### src/rtl/instr_encoder_if.sv
// -----------------------------------------------------------------------------
// instr_encoder_if
//
// Purpose:
//   Bundles the symbolic-instruction request channel and the instruction-memory
//   write channel of instr_encoder into one interface.
//
// Signals:
//   req_valid  request present                 (master -> slave)
//   req_ready  encoder accepts this cycle      (slave  -> master)
//   kind       instruction kind, 0-9 legal     (master -> slave)
//   rs, rt, rd register fields                 (master -> slave)
//   imm        immediate / word branch offset  (master -> slave)
//   mem_we     instruction-memory write strobe (slave  -> master)
//   mem_addr   byte address of the write       (slave  -> master)
//   mem_data   encoded 32-bit machine word     (slave  -> master)
//
// Modports:
//   master : the program loader that issues requests and observes the writes.
//   slave  : the encoder itself.
// -----------------------------------------------------------------------------
interface instr_encoder_if #(
    parameter int ADDR_W = 32
);
    logic              req_valid;
    logic              req_ready;
    logic [3:0]        kind;
    logic [4:0]        rs;
    logic [4:0]        rt;
    logic [4:0]        rd;
    logic [15:0]       imm;
    logic              mem_we;
    logic [ADDR_W-1:0] mem_addr;
    logic [31:0]       mem_data;

    modport master (
        output req_valid, kind, rs, rt, rd, imm,
        input  req_ready, mem_we, mem_addr, mem_data
    );

    modport slave (
        input  req_valid, kind, rs, rt, rd, imm,
        output req_ready, mem_we, mem_addr, mem_data
    );
endinterface

### src/rtl/instr_encoder.sv
// -----------------------------------------------------------------------------
// instr_encoder
//
// Purpose:
//   Turns symbolic MIPS instruction requests into 32-bit machine words and
//   writes them, in order, into instruction memory starting at BASE_ADDR.
//   Supports R-type ADD/SUB/AND/OR/SLT and ADDI, BEQ, BNE, ORI, LUI. Up to
//   DEPTH words are written per program; start_i re-arms for a new program.
//
// Parameters:
//   ADDR_W     width of the byte address on the memory write port
//   BASE_ADDR  byte address of the first word written after start_i
//   DEPTH      maximum words per program (>= 1)
//
// Ports:
//   clk_i    system clock, rising edge
//   rst_i    asynchronous, active-low reset
//   start_i  one-cycle pulse, arms a new program (pointer, count, error cleared)
//   bus      request channel + memory write channel (slave side)
//   count_o  words written since the last start_i
//   full_o   DEPTH words written; further requests stall until start_i
//   err_o    sticky: an illegal kind (10-15) was accepted
//
// Timing:
//   A legal request accepted on edge N produces mem_we=1 with address and
//   data for the whole cycle after edge N. One word per cycle throughput.
// -----------------------------------------------------------------------------
module instr_encoder #(
    parameter int                ADDR_W    = 32,
    parameter logic [ADDR_W-1:0] BASE_ADDR = '0,
    parameter int                DEPTH     = 32
) (
    input  logic                       clk_i,
    input  logic                       rst_i,
    input  logic                       start_i,
    instr_encoder_if.slave             bus,
    output logic [$clog2(DEPTH+1)-1:0] count_o,
    output logic                       full_o,
    output logic                       err_o
);

    localparam int CNT_W = $clog2(DEPTH + 1);

    // Kind codes presented on bus.kind; 10-15 are illegal.
    typedef enum logic [3:0] {
        K_ADD  = 4'd0,
        K_SUB  = 4'd1,
        K_AND  = 4'd2,
        K_OR   = 4'd3,
        K_SLT  = 4'd4,
        K_ADDI = 4'd5,
        K_BEQ  = 4'd6,
        K_BNE  = 4'd7,
        K_ORI  = 4'd8,
        K_LUI  = 4'd9
    } kind_e;

    typedef enum logic [1:0] {
        S_IDLE = 2'd0,
        S_RUN  = 2'd1,
        S_FULL = 2'd2
    } state_e;

    // Opcodes and R-type function codes understood by the CPU control.
    localparam logic [5:0] OP_RTYPE = 6'h00;
    localparam logic [5:0] OP_ADDI  = 6'h08;
    localparam logic [5:0] OP_BEQ   = 6'h04;
    localparam logic [5:0] OP_BNE   = 6'h05;
    localparam logic [5:0] OP_ORI   = 6'h0D;
    localparam logic [5:0] OP_LUI   = 6'h0F;

    localparam logic [5:0] FN_ADD   = 6'h20;
    localparam logic [5:0] FN_SUB   = 6'h22;
    localparam logic [5:0] FN_AND   = 6'h24;
    localparam logic [5:0] FN_OR    = 6'h25;
    localparam logic [5:0] FN_SLT   = 6'h2A;

    function automatic logic [31:0] r_type(input logic [5:0] funct,
                                           input logic [4:0] rs,
                                           input logic [4:0] rt,
                                           input logic [4:0] rd);
        return {OP_RTYPE, rs, rt, rd, 5'd0, funct};
    endfunction

    function automatic logic [31:0] i_type(input logic [5:0]  op,
                                           input logic [4:0]  rs,
                                           input logic [4:0]  rt,
                                           input logic [15:0] imm);
        return {op, rs, rt, imm};
    endfunction

    // -------------------------------------------------------------------------
    // Combinational encoder for the request currently on the bus.
    // -------------------------------------------------------------------------
    logic [31:0] enc_word;
    logic        enc_legal;

    always_comb begin
        // NOTE: every output gets a default first, so no path leaves a signal
        // unassigned and no latch is inferred.
        enc_word  = '0;
        enc_legal = 1'b1;
        case (bus.kind)
            K_ADD:   enc_word = r_type(FN_ADD, bus.rs, bus.rt, bus.rd);
            K_SUB:   enc_word = r_type(FN_SUB, bus.rs, bus.rt, bus.rd);
            K_AND:   enc_word = r_type(FN_AND, bus.rs, bus.rt, bus.rd);
            K_OR:    enc_word = r_type(FN_OR,  bus.rs, bus.rt, bus.rd);
            K_SLT:   enc_word = r_type(FN_SLT, bus.rs, bus.rt, bus.rd);
            K_ADDI:  enc_word = i_type(OP_ADDI, bus.rs, bus.rt, bus.imm);
            K_BEQ:   enc_word = i_type(OP_BEQ,  bus.rs, bus.rt, bus.imm);
            K_BNE:   enc_word = i_type(OP_BNE,  bus.rs, bus.rt, bus.imm);
            K_ORI:   enc_word = i_type(OP_ORI,  bus.rs, bus.rt, bus.imm);
            // LUI has no source register; rs is forced to zero.
            K_LUI:   enc_word = i_type(OP_LUI,  5'd0,   bus.rt, bus.imm);
            default: enc_legal = 1'b0;
        endcase
    end

    // -------------------------------------------------------------------------
    // Control FSM with registered outputs.
    // -------------------------------------------------------------------------
    state_e            state;
    logic [ADDR_W-1:0] ptr;
    logic [CNT_W-1:0]  count;
    logic              req_ready;
    logic              mem_we;
    logic [ADDR_W-1:0] mem_addr;
    logic [31:0]       mem_data;
    logic              full;
    logic              err;

    // req_ready is only ever 1 in S_RUN, so it doubles as the accept qualifier.
    logic accept;
    assign accept = bus.req_valid && req_ready;

    // The word being accepted is the last one the program may hold.
    logic last_word;
    assign last_word = (count == CNT_W'(DEPTH - 1));

    always_ff @(posedge clk_i or negedge rst_i) begin
        if (!rst_i) begin
            // NOTE: state is updated with non-blocking assignments only, so
            // every right-hand side below sees the pre-edge values.
            state     <= S_IDLE;
            ptr       <= BASE_ADDR;
            count     <= '0;
            req_ready <= 1'b0;
            mem_we    <= 1'b0;
            mem_addr  <= BASE_ADDR;
            mem_data  <= '0;
            full      <= 1'b0;
            err       <= 1'b0;
        end else begin
            // The strobe is a one-cycle pulse unless a new word is written.
            mem_we <= 1'b0;

            if (start_i) begin
                // Re-arm from any state; a request handshaking now is dropped.
                state     <= S_RUN;
                ptr       <= BASE_ADDR;
                count     <= '0;
                req_ready <= 1'b1;
                full      <= 1'b0;
                err       <= 1'b0;
            end else begin
                case (state)
                    S_RUN: begin
                        if (accept) begin
                            if (enc_legal) begin
                                mem_we   <= 1'b1;
                                mem_addr <= ptr;
                                mem_data <= enc_word;
                                // Wraps modulo 2^ADDR_W without complaint.
                                ptr      <= ptr + ADDR_W'(4);
                                count    <= count + CNT_W'(1);
                                if (last_word) begin
                                    state     <= S_FULL;
                                    req_ready <= 1'b0;
                                    full      <= 1'b1;
                                end
                            end else begin
                                // Illegal kinds are consumed without a write.
                                err <= 1'b1;
                            end
                        end
                    end
                    S_IDLE, S_FULL: begin
                        req_ready <= 1'b0;
                    end
                    default: begin
                        state     <= S_IDLE;
                        req_ready <= 1'b0;
                    end
                endcase
            end
        end
    end

    assign bus.req_ready = req_ready;
    assign bus.mem_we    = mem_we;
    assign bus.mem_addr  = mem_addr;
    assign bus.mem_data  = mem_data;
    assign count_o       = count;
    assign full_o        = full;
    assign err_o         = err;

endmodule

### src/flat_wrapper.sv
// flat-port wrapper written by rule: the top's interface ports become plain ports
module instr_encoder_flat 
#(
    parameter int                ADDR_W    = 32,
    parameter logic [ADDR_W-1:0] BASE_ADDR = '0,
    parameter int                DEPTH     = 32
)
  (clk_i, rst_i, start_i, count_o, full_o, err_o, bus_req_valid, bus_kind, bus_rs, bus_rt, bus_rd, bus_imm, bus_req_ready, bus_mem_we, bus_mem_addr, bus_mem_data);
  instr_encoder_if #(.ADDR_W(ADDR_W)) bus_i ();
  input  logic clk_i;
  input  logic rst_i;
  input  logic start_i;
  output logic [$clog2(DEPTH+1)-1:0] count_o;
  output logic full_o;
  output logic err_o;
  input wire logic [$bits(bus_i.req_valid)-1:0] bus_req_valid;
  input wire logic [$bits(bus_i.kind)-1:0] bus_kind;
  input wire logic [$bits(bus_i.rs)-1:0] bus_rs;
  input wire logic [$bits(bus_i.rt)-1:0] bus_rt;
  input wire logic [$bits(bus_i.rd)-1:0] bus_rd;
  input wire logic [$bits(bus_i.imm)-1:0] bus_imm;
  output wire logic [$bits(bus_i.req_ready)-1:0] bus_req_ready;
  output wire logic [$bits(bus_i.mem_we)-1:0] bus_mem_we;
  output wire logic [$bits(bus_i.mem_addr)-1:0] bus_mem_addr;
  output wire logic [$bits(bus_i.mem_data)-1:0] bus_mem_data;
  assign bus_i.req_valid = bus_req_valid;
  assign bus_i.kind = bus_kind;
  assign bus_i.rs = bus_rs;
  assign bus_i.rt = bus_rt;
  assign bus_i.rd = bus_rd;
  assign bus_i.imm = bus_imm;
  assign bus_req_ready = bus_i.req_ready;
  assign bus_mem_we = bus_i.mem_we;
  assign bus_mem_addr = bus_i.mem_addr;
  assign bus_mem_data = bus_i.mem_data;
  instr_encoder #(.ADDR_W(ADDR_W), .BASE_ADDR(BASE_ADDR), .DEPTH(DEPTH)) u_core (.clk_i(clk_i), .rst_i(rst_i), .start_i(start_i), .bus(bus_i), .count_o(count_o), .full_o(full_o), .err_o(err_o));
endmodule
### config.mk
export PLATFORM = sky130hd
export DESIGN_NAME = instr_encoder_flat
export DESIGN_NICKNAME = d
export VERILOG_FILES = /design/src/rtl/instr_encoder_if.sv /design/src/rtl/instr_encoder.sv /design/src/flat_wrapper.sv
export SDC_FILE = /design/constraint.sdc
export NUM_CORES = 1
export LEC_CHECK = 0
export CAP_MARGIN = 10
export CORE_UTILIZATION = 40
export CTS_CLUSTER_SIZE = 25
export DETAILED_ROUTE_END_ITERATION = 10
export GPL_ROUTABILITY_DRIVEN = 0
export PLACE_DENSITY_LB_ADDON = 0.3
export SETUP_SLACK_MARGIN = 0.3
export SKIP_CTS_REPAIR_TIMING = 1
export SLEW_MARGIN = 5
export SYNTH_ARGS = -nofsm -noshare
export SYNTH_HDL_FRONTEND = slang
export SYNTH_SLANG_ARGS = --single-unit
export TNS_END_PERCENT = 30
### constraint.sdc
create_clock -name clk_i -period 2.3 [get_ports clk_i]
set_input_delay 0.46 -clock clk_i [delete_from_list [all_inputs] [get_ports clk_i]]
set_output_delay 0.46 -clock clk_i [all_outputs]
set_load 0.05 [all_outputs]
==> results of run 1 <==
-- power breakdown --
part | total [mW] | switching, mW | internal, mW
sequential | 1.96 | 0.0696 | 1.89
combinational | 0.927 | 0.594 | 0.333
clock | 1.71 | 0.650 | 1.06
-- sequential cells by signal, indices dropped and copies added (netlist names), 2 cells and up --
| name | cells |
|---|---|
| u_core.bus.mem_addr | 30 |
| u_core.state | 2 |
| u_core.ptr | 30 |
| u_core.bus.mem_data | 30 |
| u_core.count_o | 6 |
-- final timing paths --
path | startpoint | end | slack [ps] | cells past startpoint
min | u_core.bus.mem_data[24]$_DFFE_PN0P_ | u_core.bus.mem_data[24]$_DFFE_PN0P_ | 470 | 2
max | u_core.bus.mem_data[26]$_DFFE_PN0P_ | bus_mem_data[26] | 260 | 1
max in group asynchronous | rst_i | u_core.ptr[21]$_DFFE_PN0P_ | 1100 | 3
min reg2reg | u_core.bus.mem_data[24]$_DFFE_PN0P_ | u_core.bus.mem_data[24]$_DFFE_PN0P_ | 470 | 2
max reg2reg | u_core.ptr[3]$_DFFE_PN0P_ | u_core.ptr[30]$_DFFE_PN0P_ | 460 | 7
min in group asynchronous | rst_i | u_core.bus.mem_addr[15]$_DFFE_PN0P_ | 490 | 2
-- area by class of cell --
class	count	area (um^2)
Clock inverter	6	110.1
Tap cell	143	178.9
Timing Repair Buffer	145	1441
Multi-Input combinational cell	336	1987
Clock buffer	10	229.0
Inverter	14	52.55
Fill cell	1033	4867
Sequential cell	102	2552
-- cell usage in the layout, fill, tap and decap left out, drive strengths merged, types with 14 or more instances in the layout --
cell,synthesis,final
nand2,128,128
dfrtp,102,102
clkdlybuf4s50,0,99
buf,22,37
nor2,35,35
xnor2,21,21
o21ai,19,19
nand3,18,18
nor4,16,16
inv,14,14
-- per-layer routing --
metal  wire length [um]  vias to the layer above  share of wire (%)  global-route usage [%]
li1                   -                     1870                  -                       -
met1               4913                     1859                 46                   25.28
met2               5336                       80                 49                   31.68
met3                372                       11                3.4                   3.527
met4                163                        0                1.5                   7.049
met5                  0                        -                  0                       0
-- logic make-up (layout without fill, tap and decap cells) --
| kind of cell | count (synthesis) | count (layout) | synth area share, % |
|---|---|---|---|
| xor gates and xnor gates | 25 | 25 | 4.670 |
| other | 1 | 4 | 0.07999 |
| muxes | 3 | 3 | 0.7205 |
| AOI/OAI and AO/OA | 61 | 61 | 9.475 |
| adders and majority gates | 2 | 2 | 0.5337 |
| buffers and inverters | 45 | 175 | 4.857 |
| and+or+nand+nor | 241 | 241 | 25.22 |
| DFF | 102 | 102 | 54.44 |
-- through the flow --
stage / std cells / setup slack, ps / power, mW / util, %
after global routing: 756 / 250.1 / 4.784 / 57.37
after detailed placement: 737 / -155.8 / 2.921 / 53.42
after floorplan: 483 / 305.6 / 2.524 / -
after global placement: 737 / -30.95 / 2.906 / 53.42
after CTS: 753 / 207.5 / 4.642 / 56.39
final: 756 / 262.2 / 4.602 / 57.37
-- worst reg2reg max path: cells and delay by family, from the launching register on --
family | cells | cell delay, ps
flops | 1 | 420
simple gates | 2 | 410
compound gates | 3 | 410
fa+ha+maj | 1 | 320
buf+inv | 1 | 170
==> results.md, run 1 <==
Run status:
- The flow ran to the end, and the final reports show no timing, DRC or antenna violations.

Die:
- The total core area is 0.01142 mm^2.
- The die outline width is 110.3 um.
- 113 I/O pins were placed.
- The initialized floorplan defines 39 standard-cell rows.
- The starting density of the core is 41.06%.
- The height of the chip is ~110 um.
- The die covers roughly 0.012 mm^2.

Job:
- The number of max-cap violations is 0.

Global routing:
- The number of antenna violations at the first check in global routing is 0.
- The remaining global-route overflow is 0.
- Entering global routing, the biggest net connects 56 pins.
- The via count of the first global-routing pass is roughly 3,800.
- The first global-routing pass estimated ~18,000 um of wire.
- The overall track demand over capacity in global routing is between 10% and 20%.

Finish:
- The area of all placed cells without fillers is between 0.006 and 0.007 mm^2.
- The fraction of layout instances using a drive strength above 1 is between 10% and 20%.
- The total number of nets in the final design is between 600 and 700.
- The antenna diode count is 0.
- The post-synthesis to final-layout area growth is 39.74%.

Logic synthesis:
- The most frequently used cell type in the post-synthesis netlist is sky130_fd_sc_hd__nand2_1.
- In this run, synthesis inferred 0 flip-flops with an integrated enable.
- The share of the Yosys chip area taken by registers is between 50% and 60%.
- The mapped cell area is 0.004688 mm^2.
- Ranked by total cell area, the synthesized netlist is headed by sky130_fd_sc_hd__dfrtp_1, sky130_fd_sc_hd__nand2_1, sky130_fd_sc_hd__xnor2_1.
- The dominant register cell in the synthesized netlist is sky130_fd_sc_hd__dfrtp_1.
- By count the netlist is led by sky130_fd_sc_hd__nand2_1, sky130_fd_sc_hd__dfrtp_1, sky130_fd_sc_hd__nor2_1.
- After synthesis, the netlist uses 53 different library cells.
- In this run the biggest area consumer among cell types represents about 54% of the synthesized area.
- The count of mapped cells out of synthesis is 480.
- The largest area contributor in the synthesized netlist is sky130_fd_sc_hd__dfrtp_1.
- Dividing the synthesized area by the synthesized cell count gives 9.767 um^2.
- The share of async-settable or async-resettable flops after synthesis is between 90% and 100%.
- During synthesis, Yosys emitted a total of 0 warnings.
- Synthesis inferred about 100 register bits.

STA:
- Summed over all failing endpoints, the final setup total negative slack is 0 ps.
- The highest clock frequency the design can meet is about 490 MHz.
- The final critical path time including I/O delays and setup is 2038 ps.
- The final critical path takes up roughly nine tenths of the cycle.
- Headroom to the max-slew limit came out at ~64%.
- The number of max-slew violations in the final report came to 0.
- Setup repair after global routing could not meet its margin everywhere.
- The final-report hold violation count is 0.
- The number of failing setup endpoints in the final timing report is 0.
- The transition time at the pin with the least slew margin is around 540 ps.
- The worst-case clock skew is just under 7 ps.
- The post-route worst hold slack is about 470 ps.

Detailed routing:
- Summed over all layers, the routed wires come to 10,790 um.
- The DRC violation total after the first TritonRoute iteration is 182.
- After detailed routing, the number of remaining DRC violations is 0.
- Detailed routing inserted a total of ~3,800 vias.
- The post-route antenna net violation count is 0.
- The post-detailed-route wirelength per cell is roughly 14 um.
- The first-pass detailed-route iteration total is 7.
- The number of vias per cell is between 5 and 6.

Setup path:
- Data on the critical path arrives at its endpoint at roughly 1600 ps.
- The worst-path maximum fanout is 3.
- The category of the most critical setup path is reg -> out.
- The number of buffers and inverters on the critical path is 1.
- The standard cell with the maximum stage delay on the critical path is sky130_fd_sc_hd__clkdlybuf4s50_1.
- STA classifies the critical path endpoint as a primary output.
- The nature of the critical path startpoint is a flip-flop.
- Walking the worst path, the cells encountered are clkdlybuf4s50_1.
- Data on the critical path is required at its endpoint by between 1500 and 2000 ps.
- The largest stage delay on the critical path is approximately 830 ps.
- The category of cells accounting for the largest share of critical-path delay is buffers and inverters.

Clock tree:
- The buffer cell driving the clock tree root is sky130_fd_sc_hd__clkbuf_16.
- TritonCTS built the clock tree.
- No sink is reached through more buffers than the 2 on the longest clock path.
- The clock slew seen by the registers of the worst setup and hold paths is approximately 70 ps.
- The number of sinks driven by the clock tree is ~100.
- The H-tree generated during clock tree synthesis spans 3 levels.
- The CTS buffer count is 9.
- For the worst-skew pair, the clock arrives at the later sink with an insertion delay of 340 ps.

Power:
- The power per cell area is around 700 mW/mm^2.
- The analysis attributes to cell leakage a power of 3.080 nW.
- Across the VDD grid, the largest voltage drop is approximately 0.00045 V.

Place:
- The instance area after placement is between 0.006 and 0.007 mm^2.
- The quantity of I/O buffers inserted on ports is roughly 110.
- The placed wire-length estimate is roughly 7700 um.

Worst hold path:
- The path class of the tightest hold or removal check is reg -> reg.
(Power assumes the default switching activity.)
==> inputs of run 2 (changes only) <==
Clock period 2.3 ns to 1.75 ns, I/O delays scaled along.
==> results.md, run 2 (synthesis results as in run 1) <==
STA:
- The relative slew slack is 66.62% (was 63.68%).
- The transition time at the pin with the least slew margin is 499.5 ps (was 543.2 ps).
- The final worst-path setup slack came to -76.32 ps (was 262.2 ps).
- The number of max-slew violations in the final report is 0 (unchanged).
- The final critical path time including I/O delays and setup is between 1500 and 2000 ps.
- The number of failing setup endpoints in the final timing report was 18 (was 0).
- Unrepaired setup endpoints after global routing: true (unchanged).
- The final-report hold violation count is 0 (unchanged).
- The worst-case clock skew came to 5.721 ps (was 6.856 ps).
- The highest clock frequency the design can meet is around 550 MHz.
- The post-route worst hold slack came to 4.634 ps (was 465.2 ps).
- The final period utilization is 104.4%.

Finish:
- The number of fill cells is 990 (was 1,033).
- Top library cells by usage in the layout, fill and taps aside: sky130_fd_sc_hd__buf_4, sky130_fd_sc_hd__nand2_1, sky130_fd_sc_hd__dfrtp_1, sky130_fd_sc_hd__clkdlybuf4s50_1, sky130_fd_sc_hd__nor2_1 (was sky130_fd_sc_hd__nand2_1, sky130_fd_sc_hd__dfrtp_1, sky130_fd_sc_hd__clkdlybuf4s50_1, sky130_fd_sc_hd__nor2_1, sky130_fd_sc_hd__buf_4).
- The most common cell after layout, fill and taps aside is sky130_fd_sc_hd__buf_4 (was sky130_fd_sc_hd__nand2_1).
- The multi-input combinational cell area came to 0.002136 mm^2 (was 0.001987 mm^2).
- The post-synthesis to final-layout area growth came to 46.97% (was 39.74%).
- Biggest registers after layout: u_core.bus.mem_addr (30), u_core.bus.mem_data (30), u_core.ptr (30) (unchanged).
- The antenna diode count is 0 (unchanged).
- The total number of nets in the final design is 691 (was 649).
- The sequential standard cell area was 0.002554 mm^2 (was 0.002552 mm^2).
- The fraction of layout instances using a drive strength above 1 is 33.38% (was 13.21%).

Detailed routing:
- The remaining routing DRC violations is 0 (unchanged).
- The aggregate routed wire length came to 12,040 um (was 10,790 um).
- The post-route antenna net violation count was 0 (unchanged).
- The DRC violation total after the first TritonRoute iteration is 221 (was 182).
- The via count was 4,071 (was 3,820).
- The number of vias per cell was 5.114 (was 5.053).
- The first-pass detailed-route iteration total is 6 (was 7).
- The post-detailed-route wirelength per cell came to 15.12 um (was 14.27 um).

Die:
- The die outline area is 0.01216 mm^2 (unchanged).
- The starting density of the core is 41.06% (unchanged).
- The total core area is 0.01142 mm^2 (unchanged).
- The die outline width came to 110.3 um (unchanged).
- The number of rows created at floorplan is 39 (unchanged).
- The height of the chip is 110.3 um (unchanged).
- The total I/O pin count is 113 (unchanged).

Setup path:
- The standard cell with the maximum stage delay on the critical path is sky130_fd_sc_hd__clkdlybuf4s50_1 (unchanged).
- The nature of the critical path startpoint is a primary input (was flip-flop).
- The kind of end point of the critical path is a flip-flop (was primary output).
- The critical path arrival came to 2050 ps (was 1580 ps).
- The category of the most critical setup path was in -> reg (was reg -> out).
- The worst-path maximum fanout was 8 (was 3).
- The required time of the critical path was 1970 ps (was 1840 ps).
- The largest stage delay on the critical path is 430 ps (was 830 ps).
- Crit path cell chain: clkdlybuf4s50_1 -> nor2_2 -> o221ai_4 -> nor3_2 -> nand3_1 -> mux2_4 (was clkdlybuf4s50_1).

Place:
- The placed wire-length estimate is 8197 um (was 7744 um).
- The worst-case setup slack after placement is -554.8 ps (was -155.8 ps).
- The quantity of I/O buffers inserted on ports is 108 (unchanged).

Power:
- The power per cell area is 829.5 mW/mm^2 (was 702.4 mW/mm^2).
- The internal power consumption came to 3.999 mW (was 3.288 mW).
- The combinational fraction of design power is 22.1% (was 20.2%).
- The static power due to leakage came to 3.431 nW (was 3.080 nW).
- The part of the power in registers is 45.0% (was 42.7%).
- The switching fraction of total power is 30.04% (was 28.54%).
- The sum of internal, switching and leakage power came to 5.716 mW (was 4.602 mW).
- The share of power burned in the clock network came to 32.8% (was 37.2%).
- The reported net switching power was 1.717 mW (was 1.313 mW).
- The worst IR drop on VDD is 0.0006102 V (was 0.0004544 V).

Global routing:
- The number of antenna violations at the first check in global routing came to 0 (unchanged).
- The global-route wire length before repair came to 18,190 um (was 17,930 um).
- The remaining global-route overflow came to 0 (unchanged).
- The maximum number of pins on one net before global-route repair came to 56 (unchanged).
- The overall track demand over capacity in global routing came to 19.47% (was 19.23%).
- The via count of the first global-routing pass is 3,740 (was 3,766).

Clock tree:
- The number of levels the H-tree was split into came to 3 (unchanged).
- The number of sinks driven by the clock tree was 102 (unchanged).
- The TritonCTS clock tree is done (unchanged).
- The CTS buffer count is 9 (unchanged).
- The buffer cell driving the clock tree root was sky130_fd_sc_hd__clkbuf_16 (unchanged).
- The buffer depth of the longest clock path is 2 (unchanged).
- The clock slew seen by the registers of the worst setup and hold paths is 70 ps (about the same).
- The insertion delay to the later sink of the worst-skew pair is 330 ps (was 340 ps).

Run status:
- Outcome: finished, violations left (was completed).
- The checks that failed: negative setup slack.

Job:
- The number of max-cap violations is 0 (unchanged).

Worst hold path:
- The path class of the lowest-slack min-delay path is in -> async (was reg -> reg).
==> run 2: cell count changes in the layout (fill, tap and decap cells not counted), sizes merged, moves of 2 or more <==
cell / before / now
bufinv: 3 / 0
clkbuf: 10 / 15
clkdlybuf4s50: 99 / 35
clkinvlp: 2 / 0
buf: 37 / 148
dlymetal6s2s: 8 / 2
==> run 2: stage by stage <==
| stage | setup TNS, ps | instance area [um^2] | instances | util, % |
|---|---|---|---|---|
| 6_report | -617.0 | 6890 | 796 | 60.34 |
| 5_1_grt | -2278 | 6890 | 796 | 60.34 |
| 4_1_cts | -4487 | 6446 | 781 | 56.45 |
| 3_5_place_dp | -37630 | 6171 | 767 | 54.04 |
| 3_3_place_gp | -36240 | 6171 | 767 | 54.04 |
| 2_1_floorplan | -142.4 | 4725 | 483 | - |
==> run 2: layer usage <==
| layer | track usage, % | vias to the layer above | share of wire (%) |
|---|---|---|---|
| met4 | 6.861 | 0 | 2.1 |
| met3 | 3.527 | 17 | 3.0 |
| met1 | 25.81 | 2033 | 44 |
| met5 | 0 | - | 0 |
| li1 | - | 1944 | - |
| met2 | 31.99 | 77 | 51 |
==> run 2: area by class of cell <==
cell class,instances,area share [%]
clock buffers,13,3.922
clock inverters,1,0.07263
inverters,14,0.9443
multi-input cells,336,31.00
flip-flops and latches,102,37.06
well taps,143,2.597
repair buffers,187,24.41
==> run 2: worst max-delay path, delay by kind of cell <==
| kind | cells | cell delay (ps) |
|---|---|---|
| and+or+nand+nor | 3 | 700 |
| AOI/OAI and AO/OA | 1 | 240 |
| buffers and inverters | 1 | 430 |
| muxes | 1 | 330 |
==> run 2: power groups by stage <==
stage               clock [mW]  combinational [mW]  sequential, mW
floorplan                    0               0.258            3.06
global placement             0                1.18            2.61
detailed placement           0                1.19            2.61
CTS                       1.92                1.20            2.57
global route              2.00                1.34            2.59
finish                    1.88                1.27            2.57
==> run 2: worst paths after layout <==
check	end	depth (start not counted)	start	slack [ps]
worst max-delay path	u_core.ptr[31]$_DFFE_PN0P_	6	bus_kind[1]	-80
worst max register to register	u_core.ptr[31]$_DFFE_PN0P_	5	u_core.state[1]$_DFFE_PN0P_	-80
min in group clk_i	u_core.bus.mem_addr[20]$_DFFE_PN0P_	2	u_core.bus.mem_addr[20]$_DFFE_PN0P_	470
worst min register to register	u_core.bus.mem_addr[20]$_DFFE_PN0P_	2	u_core.bus.mem_addr[20]$_DFFE_PN0P_	470
worst min-delay path	u_core.bus.mem_addr[15]$_DFFE_PN0P_	2	rst_i	5
max in group asynchronous	u_core.bus.mem_data[8]$_DFFE_PN0P_	2	rst_i	1480
